--- config.mk ---
export PLATFORM = sky130hd
export DESIGN_NAME = hazard_scoreboard_flat
export DESIGN_NICKNAME = d
export VERILOG_FILES = /design/src/rtl/hazard_scoreboard_if.sv /design/src/rtl/hazard_scoreboard.sv /design/src/flat_wrapper.sv
export SDC_FILE = /design/constraint.sdc
export NUM_CORES = 1
export LEC_CHECK = 0
export BUFFER_PORTS_ARGS = -buffer_cell sky130_fd_sc_hd__buf_2
export CELL_PAD_IN_SITES_DETAIL_PLACEMENT = 1
export CELL_PAD_IN_SITES_GLOBAL_PLACEMENT = 1
export CORE_MARGIN = 4
export CORE_UTILIZATION = 25
export DETAILED_ROUTE_END_ITERATION = 16
export GPL_ROUTABILITY_DRIVEN = 0
export PLACE_DENSITY = 0.48
export SYNTH_ARGS = -nofsm -noshare
export SYNTH_HDL_FRONTEND = slang
export SYNTH_SLANG_ARGS = --single-unit
--- constraint.sdc ---
create_clock -name clk -period 5 [get_ports clk]
set_clock_uncertainty 0.1 [all_clocks]
set_input_delay 0.5 -clock clk [delete_from_list [all_inputs] [get_ports clk]]
set_output_delay 0.5 -clock clk [all_outputs]
set_load 0.05 [all_outputs]
--- src/rtl/hazard_scoreboard_if.sv ---
// rtl/hazard_scoreboard_if.sv - ID-stage request/response bundle between decode and the hazard scoreboard
interface hazard_scoreboard_if #(
    parameter int NUM_REGS = 16,
    parameter int REG_AW   = 4
);
    logic              id_valid;
    logic [REG_AW-1:0] id_rs1;
    logic              id_rs1_used;
    logic [REG_AW-1:0] id_rs2;
    logic              id_rs2_used;
    logic [REG_AW-1:0] id_rd;
    logic              id_rd_we;
    logic              id_is_load;
    logic              id_is_mul;
    logic              branch_taken;
    logic              stall;
    logic              flush;
    logic              issue;
    logic [NUM_REGS-1:0] busy_mask;

    modport master (
        output id_valid, id_rs1, id_rs1_used, id_rs2, id_rs2_used,
               id_rd, id_rd_we, id_is_load, id_is_mul, branch_taken,
        input  stall, flush, issue, busy_mask
    );

    modport slave (
        input  id_valid, id_rs1, id_rs1_used, id_rs2, id_rs2_used,
               id_rd, id_rd_we, id_is_load, id_is_mul, branch_taken,
        output stall, flush, issue, busy_mask
    );
endinterface

--- src/rtl/hazard_scoreboard.sv ---
// rtl/hazard_scoreboard.sv - per-register result scoreboard with RAW/WAW stall and multi-cycle branch flush
// Optional stall/flush performance counters enabled by macro HAZARD_PERF_EN.
module hazard_scoreboard #(
    parameter int NUM_REGS     = 16,
    parameter int REG_AW       = 4,
    parameter int LOAD_LAT     = 1,
    parameter int MUL_LAT      = 3,
    parameter int FLUSH_CYCLES = 2
) (
    input  logic                 clk,
    input  logic                 rst_n,
    hazard_scoreboard_if.slave   hz
`ifdef HAZARD_PERF_EN
    ,
    output logic [31:0]          stall_cycles,
    output logic [31:0]          flush_cycles
`endif
);

    if (LOAD_LAT < 1 || LOAD_LAT > 15) begin : g_bad_load_lat
        $error("LOAD_LAT must be within 1..15");
    end
    if (MUL_LAT < 1 || MUL_LAT > 15) begin : g_bad_mul_lat
        $error("MUL_LAT must be within 1..15");
    end
    if (FLUSH_CYCLES < 1 || FLUSH_CYCLES > 15) begin : g_bad_flush_cycles
        $error("FLUSH_CYCLES must be within 1..15");
    end
    if (NUM_REGS < 1 || NUM_REGS > (1 << REG_AW)) begin : g_bad_num_regs
        $error("NUM_REGS must be within 1..2**REG_AW");
    end

    logic [3:0] cnt [NUM_REGS];
    logic [3:0] fcnt;
    logic [3:0] rs1_cnt;
    logic [3:0] rs2_cnt;
    logic [3:0] rd_cnt;
    logic [3:0] lat;
    logic       raw_hazard;
    logic       waw_hazard;

    // Out-of-range indices match no entry, so they read as never busy and are never recorded.
    always_comb begin
        rs1_cnt = '0;
        rs2_cnt = '0;
        rd_cnt  = '0;
        for (int i = 0; i < NUM_REGS; i++) begin
            if (hz.id_rs1 == REG_AW'(i)) rs1_cnt = cnt[i];
            if (hz.id_rs2 == REG_AW'(i)) rs2_cnt = cnt[i];
            if (hz.id_rd  == REG_AW'(i)) rd_cnt  = cnt[i];
        end
    end

    always_comb begin
        lat = 4'd0;
        if (hz.id_is_load)     lat = 4'(LOAD_LAT);
        else if (hz.id_is_mul) lat = 4'(MUL_LAT);
    end

    assign raw_hazard = (hz.id_rs1_used && rs1_cnt != 4'd0) ||
                        (hz.id_rs2_used && rs2_cnt != 4'd0);
    // A shorter-latency writer may issue once the older result lands no later than its own.
    assign waw_hazard = hz.id_rd_we && (rd_cnt > lat);

    assign hz.flush = hz.branch_taken || (fcnt != 4'd0);
    assign hz.stall = hz.id_valid && !hz.flush && (raw_hazard || waw_hazard);
    assign hz.issue = hz.id_valid && !hz.stall && !hz.flush;

    always_comb begin
        hz.busy_mask = '0;
        for (int i = 0; i < NUM_REGS; i++) begin
            hz.busy_mask[i] = (cnt[i] != 4'd0);
        end
    end

    always_ff @(posedge clk or negedge rst_n) begin
        if (!rst_n) begin
            for (int i = 0; i < NUM_REGS; i++) begin
                cnt[i] <= 4'd0;
            end
        end else begin
            for (int i = 0; i < NUM_REGS; i++) begin
                if (hz.issue && hz.id_rd_we && lat != 4'd0 && hz.id_rd == REG_AW'(i)) begin
                    cnt[i] <= lat;
                end else if (cnt[i] != 4'd0) begin
                    cnt[i] <= cnt[i] - 4'd1;
                end
            end
        end
    end

    // A new taken branch restarts the window rather than extending it additively.
    always_ff @(posedge clk or negedge rst_n) begin
        if (!rst_n) begin
            fcnt <= 4'd0;
        end else if (hz.branch_taken) begin
            fcnt <= 4'(FLUSH_CYCLES - 1);
        end else if (fcnt != 4'd0) begin
            fcnt <= fcnt - 4'd1;
        end
    end

`ifdef HAZARD_PERF_EN
    always_ff @(posedge clk or negedge rst_n) begin
        if (!rst_n) begin
            stall_cycles <= '0;
            flush_cycles <= '0;
        end else begin
            if (hz.stall && stall_cycles != '1) stall_cycles <= stall_cycles + 32'd1;
            if (hz.flush && flush_cycles != '1) flush_cycles <= flush_cycles + 32'd1;
        end
    end
`endif

endmodule
--- src/flat_wrapper.sv ---
// flat-port wrapper written by rule: the top's interface ports become plain ports
module hazard_scoreboard_flat 
#(
    parameter int NUM_REGS     = 16,
    parameter int REG_AW       = 4,
    parameter int LOAD_LAT     = 1,
    parameter int MUL_LAT      = 3,
    parameter int FLUSH_CYCLES = 2
)
  (clk, rst_n, hz_id_valid, hz_id_rs1, hz_id_rs1_used, hz_id_rs2, hz_id_rs2_used, hz_id_rd, hz_id_rd_we, hz_id_is_load, hz_id_is_mul, hz_branch_taken, hz_stall, hz_flush, hz_issue, hz_busy_mask);
  hazard_scoreboard_if #(.NUM_REGS(NUM_REGS), .REG_AW(REG_AW)) hz_i ();
  input  logic clk;
  input  logic rst_n;
  input wire logic [$bits(hz_i.id_valid)-1:0] hz_id_valid;
  input wire logic [$bits(hz_i.id_rs1)-1:0] hz_id_rs1;
  input wire logic [$bits(hz_i.id_rs1_used)-1:0] hz_id_rs1_used;
  input wire logic [$bits(hz_i.id_rs2)-1:0] hz_id_rs2;
  input wire logic [$bits(hz_i.id_rs2_used)-1:0] hz_id_rs2_used;
  input wire logic [$bits(hz_i.id_rd)-1:0] hz_id_rd;
  input wire logic [$bits(hz_i.id_rd_we)-1:0] hz_id_rd_we;
  input wire logic [$bits(hz_i.id_is_load)-1:0] hz_id_is_load;
  input wire logic [$bits(hz_i.id_is_mul)-1:0] hz_id_is_mul;
  input wire logic [$bits(hz_i.branch_taken)-1:0] hz_branch_taken;
  output wire logic [$bits(hz_i.stall)-1:0] hz_stall;
  output wire logic [$bits(hz_i.flush)-1:0] hz_flush;
  output wire logic [$bits(hz_i.issue)-1:0] hz_issue;
  output wire logic [$bits(hz_i.busy_mask)-1:0] hz_busy_mask;
  assign hz_i.id_valid = hz_id_valid;
  assign hz_i.id_rs1 = hz_id_rs1;
  assign hz_i.id_rs1_used = hz_id_rs1_used;
  assign hz_i.id_rs2 = hz_id_rs2;
  assign hz_i.id_rs2_used = hz_id_rs2_used;
  assign hz_i.id_rd = hz_id_rd;
  assign hz_i.id_rd_we = hz_id_rd_we;
  assign hz_i.id_is_load = hz_id_is_load;
  assign hz_i.id_is_mul = hz_id_is_mul;
  assign hz_i.branch_taken = hz_branch_taken;
  assign hz_stall = hz_i.stall;
  assign hz_flush = hz_i.flush;
  assign hz_issue = hz_i.issue;
  assign hz_busy_mask = hz_i.busy_mask;
  hazard_scoreboard #(.NUM_REGS(NUM_REGS), .REG_AW(REG_AW), .LOAD_LAT(LOAD_LAT), .MUL_LAT(MUL_LAT), .FLUSH_CYCLES(FLUSH_CYCLES)) u_core (.clk(clk), .rst_n(rst_n), .hz(hz_i));
endmodule
==> flow_summary.ini, run 1 <==
[sta]
clock.fmax_mhz = 226
final-setup-viol-count = 0
min_period_over_period = 0.884
final.setup.worst_slack_ns = 0.580
worst_pin_slew_ns = 0.946
fin_hold_ws_ns = 0.186
min_period_ns = 4.42
rsz0062_at_grt = false
final.setup.tns_ns = 0
drv_slew = 0
finalHoldViolCount = 0
slew_headroom = 0.370

[pwr]
max-vdd-ir-drop_mv = 0.232
powerDensity_nw_per_um2 = 614
finalPower_mw = 4.06
p_leak_nw = 2.91

[synthesis]
synth.cell_area_um2 = 5860
synth_area_leaders = dfrtp_1 (29%), ha_1 (7.5%), a21oi_1 (5.3%)
syn_avg_cell_area_um2 = 8.45
synthXorXnorAreaFrac = 0.0389
syn-num-nets = 749
muxShareOfSynthArea = 0.113
synth_fa_ha_area_frac = 0.0748
synthArstFlopShare = 1.00
yosys.cell_types.count = 65
synthSimpleGateAreaFrac = 0.231
ys.warnings.count = 0
syn-instance-count = 693
synth-compound-area-share = 0.185
synth-edff-count = 0
yosys.cell_count.top_type = dfrtp_1
synth-main-ff-cell = dfrtp_1
synth_area_leader_cell = dfrtp_1
synth_common_cells = dfrtp_1 (68), a21oi_1 (62), nand2_1 (59)
synth_top_area_share = 0.291
ys_seq_area_frac = 0.291
synth_top_family_by_area = simple AND/OR/NAND/NOR gates
synth.ff_latch_count = 68

[critical_path]
end_kind = output pin
critPathMaxFanout = 8
reg2reg_depth = 14
reg2reg_to = u_core.cnt[26]$_DFFE_PN0P_
cp.arrival_ns = 3.82
crit_type = register to output pin
r2r_setup_slack_ns = 0.96
startpoint_type = register
worstPathCellList = mux4_2, mux2i_1, o221ai_1, a32o_1, ha_1, nor2b_1, a2bb2oi_1, a21oi_1, o2111ai_1, a21oi_1, and3_1, and3_1, buf_2
crit_cells = 13
max_stage_delay_ns = 0.52
worstPathRequired_ns = 4.40
r2r-start = u_core.cnt[21]$_DFFE_PN0P_
critical_path.top_delay_family = compound AO/OA/AOI/OAI gates
crit_buf_inv = 1
critical-path-slowest-cell = dfrtp_1

[finish]
fin_cells = 1035
post-route-util = 0.289
nNetsFinal = 773
layout-drive-gt1-share = 0.144
area_delta_synth_final_pct = 12.8
fin_area_um2 = 6610
diodes = 0

[drt]
dr.pass1.iters = 4
drcViolationCount = 0
postRouteAntennaNets = 0
num_vias = 5500
via_per_inst = 5.31
wl_um = 22800
drt-initial-drc-count = 370
wl_per_cell_um = 22.0

[place]
dp.cells = 1019
place_ws_ns = 0.651
dp_hpwl_um = 17200
io_buffers = 39
place_area_um2 = 6340

[global_route]
grt-ovfl-total = 0
met3_usage = 0.0385
gr-usage-met1 = 0.245
grt_pass1_vias = 5714
grt_use_met2 = 0.285
grt.busiest_layer = met2
grt_use_total = 0.178
grt_first_pass_wirelength_um = 35600
antenna_found_initial = 0
grt_max_degree = 69

[clock_network]
cts_tree = yes
numCtsBuffers = 9
cts-root-buf = clkbuf_16
clock_latency_ns = 0.35
cts_hold_buf = 0
clockBufferDepth = 2
htree_levels = 3
cts.clk_slew.worst_paths_ns = 0.06
post-cts-setup-buffers = 0
post_cts_resized = 0
clock-sinks = 68

[floorplan]
die_w_um = 161
die_h_um = 161
num_io_pins = 40
placementRows = 55
die_area_um2 = 25900
initial_core_util = 0.256
core_region_area_um2 = 22800

[status]
status = completed

[run]
max_cap_violations = 0

[hold_path]
min_path_type = input pin to async pin
==> how the worst max path moves through the flow <==
stage	from	to	slack, ns
after global routing	hz_id_rd[0]	hz_issue	0.28
after floorplan	hz_id_rd[0]	hz_issue	0.18
after global placement	hz_id_rd[1]	hz_issue	0.77
after detailed placement	hz_id_rd[1]	hz_issue	0.65
final	u_core.cnt[21]$_DFFE_PN0P_	hz_issue	0.58
after CTS	u_core.cnt[21]$_DFFE_PN0P_	hz_issue	0.58
==> state kept, by name, indices dropped and copies added, names as in the netlist <==
name         flops
u_core.cnt      64
u_core.fcnt      4
==> logic make-up after synthesis <==
group / count (synthesis)
AOI/OAI and AO/OA: 166
xor gates and xnor gates: 26
adders and majority gates: 35
buffers and inverters: 90
DFF: 68
muxes: 51
and+or+nand+nor: 257
==> cell usage in the layout (no fill, tap or decap), types with 3 or more instances in the layout <==
| cell | n |
|---|---|
| dfrtp_1 | 68 |
| a21oi_1 | 62 |
| nand2_1 | 59 |
| inv_1 | 52 |
| nor2_1 | 43 |
| o21ai_0 | 39 |
| buf_2 | 38 |
| ha_1 | 35 |
| mux2i_1 | 29 |
| nor3_1 | 28 |
| or3_1 | 26 |
| nand2b_1 | 21 |
| xnor2_1 | 17 |
| nand4_1 | 15 |
| nor2b_1 | 15 |
| and3_1 | 13 |
| buf_4 | 13 |
| mux2_2 | 11 |
| mux4_2 | 11 |
| nor4_1 | 10 |
| xor2_1 | 9 |
| clkbuf_16 | 9 |
| a211oi_1 | 6 |
| nand3_1 | 5 |
| o32ai_1 | 5 |
| o31ai_1 | 4 |
| o221ai_1 | 4 |
| nor3b_1 | 4 |
| o22ai_1 | 4 |
| o21a_1 | 4 |
| a31oi_1 | 4 |
| clkinv_2 | 4 |
| nand3b_1 | 3 |
| o221a_2 | 3 |
| or3b_2 | 3 |
| a221o_1 | 3 |
==> report_power, final <==
| group | total (mW) | internal [mW] | switching [mW] | leakage [nW] |
|---|---|---|---|---|
| logic | 2.01 | 0.864 | 1.15 | 1.96 |
| registers | 1.45 | 0.839 | 0.614 | 0.816 |
| clock network | 0.594 | 0.334 | 0.260 | 0.133 |
| total | 4.06 | 2.04 | 2.02 | 2.91 |
==> final cells by class <==
class	count	area [um2]
Clock buffer	11	233
Timing Repair Buffer	51	288
Sequential cell	68	1700
Tap cell	313	392
Fill cell	2772	16200
Clock inverter	5	28.8
Inverter	52	195
Multi-Input combinational cell	535	3770
==> routing by layer <==
metal,wire length [um],share of wire
met1,10500,0.46
met5,0,0
met3,1240,0.055
met2,10600,0.46
met4,430,0.019
(Power assumes the default switching activity.)
==> inputs of run 2 (changes only) <==
--- a/config.mk
+++ b/config.mk
@@ -6,13 +6,11 @@
 export NUM_CORES = 1
 export LEC_CHECK = 0
 export BUFFER_PORTS_ARGS = -buffer_cell sky130_fd_sc_hd__buf_2
-export CELL_PAD_IN_SITES_DETAIL_PLACEMENT = 1
-export CELL_PAD_IN_SITES_GLOBAL_PLACEMENT = 1
 export CORE_MARGIN = 4
 export CORE_UTILIZATION = 25
 export DETAILED_ROUTE_END_ITERATION = 16
 export GPL_ROUTABILITY_DRIVEN = 0
-export PLACE_DENSITY = 0.48
+export PLACE_DENSITY = 0.39
 export SYNTH_ARGS = -nofsm -noshare
 export SYNTH_HDL_FRONTEND = slang
 export SYNTH_SLANG_ARGS = --single-unit
==> run 2 against run 1 <==
- sequential cell count is the same
- maximum frequency is essentially flat
- clock power grew 0.8%
- via count shrank 1.5%
- combinational power shrank 2%
- non-clock buffer count is the same
- register-to-register slack is essentially flat
- setup slack gained 0.00091 ns
- global-route usage shrank 1.5 points
- core utilization is essentially flat
- die area is the same
- critical endpoint unchanged
- largest power group unchanged
==> flow_summary.ini, run 2 (synthesis results as in run 1) <==
[clock_network]
clockBufferDepth = 2
cts-root-buf = clkbuf_16
clock-sinks = 68
htree_levels = 3
cts_tree = yes
numCtsBuffers = 9
clock_latency_ns = 0.35
post-cts-setup-buffers = 0
cts.clk_slew.worst_paths_ns = 0.06
cts_hold_buf = 0
post_cts_resized = 0

[drt]
drcViolationCount = 0
wl_um = 20800
top_layer_used = met4
wl_met3_um = 1100
dr.pass1.iters = 5
drt-initial-drc-count = 502
wl_per_cell_um = 20.1
drt-met1-wl_um = 9550
postRouteAntennaNets = 0
met2RoutedLength_um = 9680
num_vias = 5419
via_per_inst = 5.24

[global_route]
grt_use_total = 0.163
grt_max_degree = 69
grt_pass1_vias = 5367
grt_first_pass_wirelength_um = 32700
antenna_found_initial = 0
grt-ovfl-total = 0

[finish]
nNetsFinal = 773
largestRegisters = u_core.cnt: 64 flops, u_core.fcnt: 4 flops
mostFrequentLayoutCells = dfrtp_1 (68), a21oi_1 (62), nand2_1 (59), inv_1 (52), nor2_1 (43)
fillers = 2523
diodes = 0
largest_reg_flops = 64
layout_commonest_cell = dfrtp_1
layout-drive-gt1-share = 0.145
seq_area_um2 = 1700
area_delta_synth_final_pct = 13.0
multiInputGateArea_um2 = 3770
regMostFlops = u_core.cnt

[critical_path]
end_kind = output pin
crit_cells = 14
worstPathCellList = buf_4, mux4_2, mux2i_1, o221ai_1, a32o_1, ha_1, nor2b_1, a2bb2oi_1, a21oi_1, o2111ai_1, a21oi_1, and3_1, and3_1, buf_2
crit_path_end = hz_issue
critical-path-slowest-cell = mux4_2
cp.arrival_ns = 3.82
r2r-start = u_core.cnt[21]$_DFFE_PN0P_
crit_buf_inv = 2
crit_type = register to output pin
r2r_setup_slack_ns = 0.96
max_stage_delay_ns = 0.47
startpoint_type = register
critPathMaxFanout = 8
cp-startpoint = u_core.cnt[21]$_DFFE_PN0P_
critical_path.top_delay_family = compound AO/OA/AOI/OAI gates
worstPathRequired_ns = 4.40
reg2reg_depth = 15
reg2reg_to = u_core.cnt[31]$_DFFE_PN0P_

[sta]
min_period_ns = 4.42
final.setup.tns_ns = 0
final.setup.worst_slack_ns = 0.581
slew_headroom = 0.288
final-setup-viol-count = 0
clock.fmax_mhz = 226
drv_slew = 0
fin_hold_ws_ns = 0.193
finalHoldViolCount = 0
rsz0062_at_grt = false
worst_pin_slew_ns = 1.06
min_period_over_period = 0.884

[pwr]
p_switching_mw = 1.94
max-vdd-ir-drop_mv = 0.194
internal_power_mw = 2.05
pwr-share-clk = 0.150
switching_share = 0.486
seq_power_share = 0.355
p_leak_nw = 2.91
finalPower_mw = 3.99
powerDensity_nw_per_um2 = 602
p_comb_frac = 0.495

[floorplan]
placementRows = 55
die_w_um = 161
core_region_area_um2 = 22800
die_area_um2 = 25900
num_io_pins = 40
initial_core_util = 0.256
die_h_um = 161

[hold_path]
min_path_type = input pin to async pin

[place]
io_buffers = 39
dp_hpwl_um = 15700
place_ws_ns = 0.656

[run]
max_cap_violations = 0

[status]
status = completed
[run 2: cell count changes in the layout (fill, tap and decap cells not counted), sizes merged]
cell	change
clkinvlp	+1
clkinv	-1
[run 2: worst register-to-register path, cell delays in order (launching register included)]
cell and delay, ns:
dfrtp_1 0.36, buf_4 0.18, mux4_2 0.48, mux2i_1 0.14, o221ai_1 0.17, a32o_1 0.26, ha_1 0.31, nor2b_1 0.13
a2bb2oi_1 0.12, a21oi_1 0.20, o2111ai_1 0.19, a2111oi_2 0.48, buf_4 0.26, and3_1 0.17, buf_4 0.25, a21oi_1 0.11
[run 2: stage by stage]
stage           util  cell area (um2)  cells
2_1_floorplan      -             5860    693
3_3_place_gp   0.278             6340   1019
3_5_place_dp   0.278             6340   1019
6_report       0.290             6620   1035
4_1_cts        0.290             6620   1035
5_1_grt        0.290             6620   1035
[run 2: power groups by stage]
stage,registers [mW],clock network [mW],logic (mW)
4_1_cts,1.41,0.622,1.99
3_5_place_dp,1.41,0,1.98
6_report,1.41,0.599,1.97
2_1_floorplan,1.13,0,1.57
3_3_place_gp,1.42,0,1.93
5_1_grt,1.46,0.643,2.25
[run 2: per-layer routing]
| layer | track usage | vias to the layer above |
|---|---|---|
| li1 | - | 2560 |
| met1 | 0.223 | 2657 |
| met2 | 0.265 | 170 |
| met3 | 0.0291 | 32 |
| met4 | 0.0477 | 0 |
| met5 | 0 | - |
[run 2: worst min-delay path by stage]
stage	from	endpoint	slack (ns)
after floorplan	rst_n	u_core.cnt[0]$_DFFE_PN0P_	0.10
after global placement	u_core.fcnt[1]$_DFFE_PN0P_	u_core.fcnt[1]$_DFFE_PN0P_	0.45
after detailed placement	u_core.cnt[0]$_DFFE_PN0P_	u_core.cnt[0]$_DFFE_PN0P_	0.46
after CTS	rst_n	u_core.cnt[40]$_DFFE_PN0P_	0.23
after global routing	rst_n	u_core.cnt[40]$_DFFE_PN0P_	0.28
final	rst_n	u_core.cnt[40]$_DFFE_PN0P_	0.19
[run 2: layout make-up]
cell class,count,share of cell area
multi-input cells,535,0.570
flip-flops and latches,68,0.257
well taps,313,0.0592
repair buffers,51,0.0435
clock buffers,11,0.0367
inverters,52,0.0295
clock inverters,5,0.00416
==> inputs of run 3 (changes only) <==
--- a/config.mk
+++ b/config.mk
@@ -6,7 +6,6 @@
 export NUM_CORES = 1
 export LEC_CHECK = 0
 export BUFFER_PORTS_ARGS = -buffer_cell sky130_fd_sc_hd__buf_2
-export CORE_MARGIN = 4
 export CORE_UTILIZATION = 25
 export DETAILED_ROUTE_END_ITERATION = 16
 export GPL_ROUTABILITY_DRIVEN = 0
==> constraint.sdc (replaced) <==
create_clock -name clk -period 4.3 [get_ports clk]
set_clock_uncertainty 0.1 [all_clocks]
set_input_delay 0.43 -clock clk [delete_from_list [all_inputs] [get_ports clk]]
set_output_delay 0.43 -clock clk [all_outputs]
set_load 0.05 [all_outputs]
==> run 3 against run 2 <==
- core utilization increased by 0.66 points
- via count increased by 0.76%
- global-route usage increased by 2.0 points
- final cell count increased by 1.3%
==> flow_summary.ini, run 3 (synthesis results as in run 1) <==
[clock_network]
clockBufferDepth = 2
numCtsBuffers = 9
clock_latency_ns = 0.35
cts-root-buf = clkbuf_16
cts.clk_slew.worst_paths_ns = 0.05
cts_tree = yes
clock-sinks = 68
cts_hold_buf = 0
htree_levels = 3

[sta]
final.setup.worst_slack_ns = 0.168
drv_slew = 0
final.setup.tns_ns = 0
min_period_over_period = 0.961
clock.fmax_mhz = 242
finalHoldViolCount = 0
rsz0062_at_grt = false
min_period_ns = 4.13
final-setup-viol-count = 0
slew_headroom = 0.375
worst_pin_slew_ns = 0.937

[finish]
area_delta_synth_final_pct = 15.2
layout_commonest_cell = dfrtp_1
regMostFlops = u_core.cnt
post-route-util = 0.296
diodes = 0
mostFrequentLayoutCells = dfrtp_1 (67), a21oi_1 (60), nand2_1 (59), inv_1 (52), nor2_1 (42)
largestRegisters = u_core.cnt: 64 flops, u_core.fcnt: 4 flops
nNetsFinal = 787
largest_reg_flops = 64
layout-drive-gt1-share = 0.167

[drt]
postRouteAntennaNets = 0
dr.pass1.iters = 5
via_per_inst = 5.21
drt-initial-drc-count = 483
num_vias = 5460
wl_per_cell_um = 20.2
drcViolationCount = 0
wl_um = 21200

[floorplan]
core_region_area_um2 = 22800
die_w_um = 155
die_area_um2 = 24000
placementRows = 55
initial_core_util = 0.257
die_h_um = 155
num_io_pins = 40

[pwr]
seq_power_share = 0.342
p_leak_nw = 2.97
p_comb_frac = 0.509
p_switching_mw = 2.28
switching_share = 0.482
powerDensity_nw_per_um2 = 701
max-vdd-ir-drop_mv = 0.247
pwr-share-clk = 0.149
internal_power_mw = 2.45

[critical_path]
r2r-start = u_core.cnt[17]$_DFFE_PN0P_
startpoint_type = register
worstPathRequired_ns = 3.77
end_kind = output pin
reg2reg_depth = 14
reg2reg_to = u_core.cnt[47]$_DFFE_PN0P_
crit_path_end = hz_issue
crit_type = register to output pin
critPathMaxFanout = 5
r2r_setup_slack_ns = 0.50
cp-startpoint = u_core.cnt[17]$_DFFE_PN0P_
cp.arrival_ns = 3.60

[hold_path]
min_path_type = input pin to async pin

[global_route]
grt_pass1_vias = 5344
grt_max_degree = 69
grt-ovfl-total = 0
grt_use_total = 0.183
grt_first_pass_wirelength_um = 32600
antenna_found_initial = 1

[place]
place_ws_ns = 0.236
dp_hpwl_um = 16000
io_buffers = 39

[run]
max_cap_violations = 0

[status]
status = completed
run 3: cell types whose count changed in the layout (fill, tap and decap cells not counted), sizes merged:
cell      delta
buf         +13
clkinv       -2
clkbuf       +3
clkinvlp     -1
run 3: cell type report:
| cell class | instances | area, um2 |
|---|---|---|
| flip-flops and latches | 68 | 1700 |
| clock buffers | 13 | 260 |
| fillers | 2447 | 16000 |
| multi-input cells | 535 | 3790 |
| clock inverters | 2 | 10.0 |
| well taps | 313 | 392 |
| repair buffers | 65 | 395 |
| inverters | 52 | 195 |
run 3: through the flow:
stage / area (um2) / power, mW / cells / hold WS [ns]
floorplan: 5870 / 3.15 / 693 / 0.0344
global placement: 6460 / 3.96 / 1033 / 0.456
detailed placement: 6460 / 4.01 / 1033 / 0.464
CTS: 6730 / 4.75 / 1048 / 0.164
global route: 6750 / 5.15 / 1048 / 0.195
finish: 6750 / 4.73 / 1048 / 0.115
run 3: power groups by stage:
stage,combinational [mW],clock (mW),sequential (mW)
floorplan,1.83,0,1.32
global placement,2.35,0,1.61
detailed placement,2.40,0,1.61
CTS,2.42,0.724,1.61
global route,2.74,0.749,1.67
finish,2.41,0.703,1.62
run 3: critical path, stage by stage, from the launching register on:
cell	delay, ns
dfrtp_1	0.46
mux4_2	0.50
mux2i_1	0.13
o221ai_1	0.12
a32o_1	0.24
ha_1	0.30
nor2b_1	0.16
a2bb2oi_1	0.21
a21oi_2	0.07
a31oi_1	0.31
a21oi_2	0.10
and3_1	0.26
and3_4	0.19
clkbuf_4	0.20
run 3: how the worst min path moves through the flow:
stage / from / to / slack (ns)
after floorplan: rst_n / u_core.cnt[0]$_DFFE_PN0P_ / 0.03
after global placement: u_core.fcnt[1]$_DFFE_PN0P_ / u_core.fcnt[1]$_DFFE_PN0P_ / 0.46
after detailed placement: u_core.cnt[0]$_DFFE_PN0P_ / u_core.cnt[0]$_DFFE_PN0P_ / 0.46
after CTS: rst_n / u_core.cnt[45]$_DFFE_PN0P_ / 0.16
after global routing: rst_n / u_core.cnt[32]$_DFFE_PN0P_ / 0.19
final: rst_n / u_core.cnt[45]$_DFFE_PN0P_ / 0.12
run 3: routing by layer:
metal  track usage  vias to the layer above  routed length [um]
li1              -                     2576                   -
met1         0.245                     2691                9820
met2         0.278                      157                9370
met3        0.0521                       34                1420
met4        0.0698                        2                 539
met5             0                        -                  10
run 3: timing repair:
| item | 4_1_cts | 5_1_grt |
|---|---|---|
| endpoints found under the setup margin | 0 | 1 |
| gates resized for setup | 0 | 4 |
| setup buffers | 0 | 0 |
| endpoints found under the hold margin | 0 | 0 |
